`config.mk`:
```
export PLATFORM = sky130hd
export DESIGN_NAME = ram_sync_clr
export DESIGN_NICKNAME = d
export VERILOG_FILES = /design/src/rtl/ram_sync_clr.sv
export SDC_FILE = /design/constraint.sdc
export NUM_CORES = 2
export LEC_CHECK = 0
export ABC_AREA = 1
export CAP_MARGIN = 0
export CORE_UTILIZATION = 59
export DETAILED_ROUTE_END_ITERATION = 8
export DONT_BUFFER_PORTS = 1
export PLACE_DENSITY_LB_ADDON = 0.2
export SLEW_MARGIN = 25
export SYNTH_ARGS = -nofsm -noshare
export SYNTH_HDL_FRONTEND = slang
export SYNTH_SLANG_ARGS = --single-unit
```
`constraint.sdc`:
```
create_clock -name clk -period 10.2 [get_ports clk]
set_clock_uncertainty 0.05 [all_clocks]
set_input_delay 2.55 -clock clk [delete_from_list [all_inputs] [get_ports clk]]
set_output_delay 2.55 -clock clk [all_outputs]
set_load 0.05 [all_outputs]
```
`src/rtl/ram_sync_clr.sv`:
```
// ram_sync_clr: synchronous single-port RAM, 1-cycle read latency with a
// read-valid strobe, and a built-in engine that sweeps every word to CLR_VAL.
// Ports:
//   clk, rst           clock, synchronous active-high reset
//   direccion          word address for read or write
//   Dato_E, EN         write data and write enable
//   RD                 read request, result on dato_s one cycle later
//   clr                one-cycle pulse that starts a clear sweep
//   dato_s, dato_v     registered read data and its 1-cycle valid strobe
//   ocupado            high while the clear sweep runs; accesses dropped
module ram_sync_clr #(
   parameter int                DATA_W  = 8,
   parameter int                ADDR_W  = 8,
   parameter int                DEPTH   = 1 << ADDR_W,
   parameter logic [DATA_W-1:0] CLR_VAL = '0
) (
   input  logic              clk,
   input  logic              rst,
   input  logic [ADDR_W-1:0] direccion,
   input  logic [DATA_W-1:0] Dato_E,
   input  logic              EN,
   input  logic              RD,
   input  logic              clr,
   output logic [DATA_W-1:0] dato_s,
   output logic              dato_v,
   output logic              ocupado
);

   localparam int IDX_W = (DEPTH > 1) ? $clog2(DEPTH) : 1;
   localparam logic [ADDR_W-1:0] LAST = ADDR_W'(DEPTH - 1);

   typedef enum logic {
      CLEAR,
      IDLE
   } state_t;

   state_t            state, state_nxt;
   logic [ADDR_W-1:0] ptr, ptr_nxt;
   logic [DATA_W-1:0] mem [DEPTH];

   logic              in_rng;
   logic [IDX_W-1:0]  idx;
   logic              wr_en;
   logic [IDX_W-1:0]  wr_idx;
   logic [DATA_W-1:0] wr_data;
   logic              rd_go;

   // Addresses at or above DEPTH exist only when DEPTH < 2**ADDR_W.
   assign in_rng = (32'(direccion) < 32'(DEPTH));
   assign idx    = direccion[IDX_W-1:0];

   always_comb begin
      state_nxt = state;
      ptr_nxt   = ptr;
      wr_en     = 1'b0;
      wr_idx    = idx;
      wr_data   = Dato_E;
      rd_go     = 1'b0;
      unique case (state)
         CLEAR: begin
            wr_en   = 1'b1;
            wr_idx  = ptr[IDX_W-1:0];
            wr_data = CLR_VAL;
            if (ptr == LAST) begin
               state_nxt = IDLE;
            end else begin
               ptr_nxt = ptr + 1'b1;
            end
         end
         IDLE: begin
            if (clr) begin
               // The clear request wins; any access this cycle is dropped.
               state_nxt = CLEAR;
               ptr_nxt   = '0;
            end else begin
               wr_en = EN && in_rng;
               rd_go = RD;
            end
         end
         default: state_nxt = CLEAR;
      endcase
   end

   always_ff @(posedge clk) begin
      if (rst) begin
         state  <= CLEAR;
         ptr    <= '0;
         dato_s <= '0;
         dato_v <= 1'b0;
      end else begin
         state  <= state_nxt;
         ptr    <= ptr_nxt;
         dato_v <= rd_go;
         if (rd_go) begin
            dato_s <= in_rng ? mem[idx] : CLR_VAL;
         end
      end
   end

   // Storage has no reset; the sweep after reset rewrites every word.
   // The read above sees the old word, giving read-before-write.
   always_ff @(posedge clk) begin
      if (!rst && wr_en) begin
         mem[wr_idx] <= wr_data;
      end
   end

   assign ocupado = (state == CLEAR);

endmodule

```
==> run_results.csv <==
group,metric,value,unit
status,status,"finished with violations",
status,violations,"slew limit",
sta,finalMaxSlewViolations,274,
logic_synthesis,synth_cell_type_count,26,
logic_synthesis,ys_async_sr_fraction,0,
placement,dpl_cell_area,84600,µm²
worst_hold_path,timing.hold.worst.class,"reg2reg",
power_and_ir_drop,power_per_cell_area,189,nW/µm²
drt,wl_met1,87900,µm
clocking,cts_root_buffer,"clkbuf_16",
logic_synthesis,ys_ff_latch,2066,
floorplan,die_w,380,µm
drt,detail-route-antenna-nets,0,
setup_path,r2r_start,"state",
sta,hold_viol,0,
setup_path,critPathMaxStageDelay,0.61,ns
sta,tightest_slew,1.90,ns
setup_path,crit_cells,17,
clocking,clkTransAtPathRegs,0.06,ns
clocking,cts_hold_buf,0,
setup_path,cp-end-kind,"register",
floorplan,ios,31,
cells_and_area,syn2layout_area_growth,8.26,%
setup_path,endpoint,"dato_s[6]",
setup_path,cp.required,10.88,ns
global_route,overflow,0,
placement,pre_cts_ws,4.01,ns
placement,hpwlAfterDp,119000,µm
drt,drt-vias-per-instance,6.22,
floorplan,core,142000,µm²
placement,io_buffers,0,
logic_synthesis,syn_nets,7150,
placement,dpl.cell_count,8581,
sta,relSlewSlack,-0.264,
placement,gp_congestion,0.903,
setup_path,crit_top_cell,"nand3_1",
drt,drt_wl_total,226000,µm
global_route,grt_pass1_wl,333000,µm
global_route,grt_max_degree,1026,
logic_synthesis,netlist.area_leader.share,0.731,
floorplan,die_h,380,µm
drt,drtPass1Iterations,6,
setup_path,path_cells,"buf_16 -> buf_16 -> clkinv_16 -> buf_12 -> buf_4 -> nand2_1 -> nand3_1 -> nand3_1 -> nand3_1 -> nand3_1 -> nand3_1 -> nand3_1 -> nand2_1 -> nand2_1 -> nand3_1 -> nand2_1 -> inv_1",
global_route,grt_pass1_vias,51929,
global_route,grt_use_total,0.310,
setup_path,critPathMaxFanout,235,
sta,max_clock_freq,145,MHz
drt,wl_per_cell,25.2,µm
setup_path,r2r-end,"mem[254][6]",
cells_and_area,fin_cells,8959,
power_and_ir_drop,p_leak,30.8,nW
setup_path,path_class,"in2reg",
drt,top_layer,"met5",
logic_synthesis,synth_edf_count,2048,
logic_synthesis,ys_seq_area_frac,0.735,
floorplan,rows,138,
logic_synthesis,avgSynthCellArea,11.8,µm²
power_and_ir_drop,irDropWorstVdd,0.000175,V
flow_run,cap_violations,0,
clocking,numCtsBuffers,201,
worst_hold_path,worstHoldPathCells,2,
clocking,ctsResizeCount,0,
global_route,grt_antenna_before_repair,7,
logic_synthesis,yosys_warnings,0,
clocking,htreeDepth,4,
setup_path,crit_family,"buffers and inverters",
logic_synthesis,yosysTopAreaCell,"edfxtp_1",
logic_synthesis,yosys-top-cells-area,"edfxtp_1 (73%), nand3_1 (12%), nand2_1 (9.6%)",
drt,vias,55717,
sta,rsz0062_at_grt,"false",
sta,period_share,0.678,
setup_path,critPathBufInv,6,
clocking,clockBufferDepth,3,
drt,drc,0,
setup_path,cp_slowest_cell,"clkinv_16",
clocking,clock_latency,0.83,ns
drt,drtIter0Drc,8230,
setup_path,cp_data_arrival_time,7.60,ns
logic_synthesis,synth_area,84100,µm²
cells_and_area,drive_gt1_frac,0.0515,
cells_and_area,nNetsFinal,6920,
clocking,postCtsSetupBuffers,0,
sta,finalSetupTns,0,ns
setup_path,rrSetupSlack,6.17,ns
logic_synthesis,synthMostInstantiatedCell,"nand2_1",
sta,fin_ws,3.29,ns
clocking,cts.sinks,2066,
clocking,cts_tree,"done",
drt,met3_length,26400,µm
floorplan,initial_core_util,0.594,
setup_path,crit_path_start,"direccion[0]",
logic_synthesis,synth_ff_type,"edfxtp_1",
sta,final-setup-viol-count,0,
logic_synthesis,synth_commonest_cells,"nand2_1 (2145), edfxtp_1 (2048), nand3_1 (2032), buf_2 (300), nor2_1 (295)",
setup_path,rr_worst_depth,8,
cells_and_area,finalInstanceArea,91100,µm²
floorplan,die-area,144000,µm²
logic_synthesis,synthCells,7128,
cells_and_area,final_core_util,0.643,
sta,post-route-min-period,6.91,ns
setup_path,cp-start-kind,"input port",
drt,route.met2.wl,102000,µm
-- tightest hold or removal path, cell delays in order (launching register included) --
cell     delay (ns)
dfxtp_1        0.35
nand2_1        0.08
nand2_1        0.04
-- final cells by class --
class / instances / area (µm²)
antenna: 4 / 10.0
tap: 1890 / 2360
fill: 10567 / 50500
inverter: 69 / 363
clock buffer: 245 / 5260
timing repair buffer: 56 / 567
sequential: 2066 / 61900
clock inverter: 125 / 1080
multi-input combinational: 4504 / 19600
-- cells in the final DEF (no fill, tap or decap), types with 13 or more instances in the layout --
| cell | Yosys | final |
|---|---|---|
| clkbuf_16 | 0 | 204 |
| nor2_1 | 295 | 282 |
| nor2_2 | 0 | 13 |
| buf_4 | 51 | 46 |
| nand3_1 | 2032 | 2032 |
| clkinv_2 | 0 | 40 |
| dfxtp_1 | 18 | 18 |
| inv_1 | 65 | 54 |
| edfxtp_1 | 2048 | 2048 |
| clkinv_1 | 1 | 51 |
| nand2_1 | 2145 | 2145 |
| clkbuf_1 | 89 | 41 |
| bufinv_16 | 0 | 15 |
-- worst min path at each step --
stage	slack (ns)	from	end
floorplan	0.41	ptr[0]	ptr[0]
global placement	0.42	ptr[0]	ptr[0]
detailed placement	0.44	ptr[0]	ptr[0]
CTS	0.45	ptr[0]	ptr[0]
global route	0.47	ptr[0]	ptr[0]
finish	0.45	ptr[0]	ptr[0]
-- report_power, final --
group	total [mW]	switching (mW)	internal (mW)
registers	9.19	0.00252	9.19
logic	0.797	0.566	0.231
clock network	7.21	3.17	4.05
-- registers in the layout, summed over array words and instances, names as in the netlist --
register	count
mem	2048
dato_v	1
ptr	8
state	1
dato_s	8
-- metal layers --
layer | global-route usage | vias to the layer above
met5 | 0 | -
met4 | 0.128 | 12
met3 | 0.0651 | 478
met2 | 0.462 | 3444
met1 | 0.447 | 27001
li1 | - | 24782
-- cell families after synthesis --
family / share of synthesized area
DFF: 0.735
adders and majority gates: 0.000149
and+or+nand+nor: 0.230
buffers and inverters: 0.0324
xor gates and xnor gates: 0.000312
AOI/OAI and AO/OA: 0.00176
-- metrics by stage --
step	power (mW)	hold WS [ns]
floorplan	9.98	0.406
global placement	10.1	0.421
detailed placement	10.1	0.435
CTS	17.1	0.448
global route	17.6	0.475
finish	17.2	0.454
Note: power is estimated with default switching activity, not from simulation.
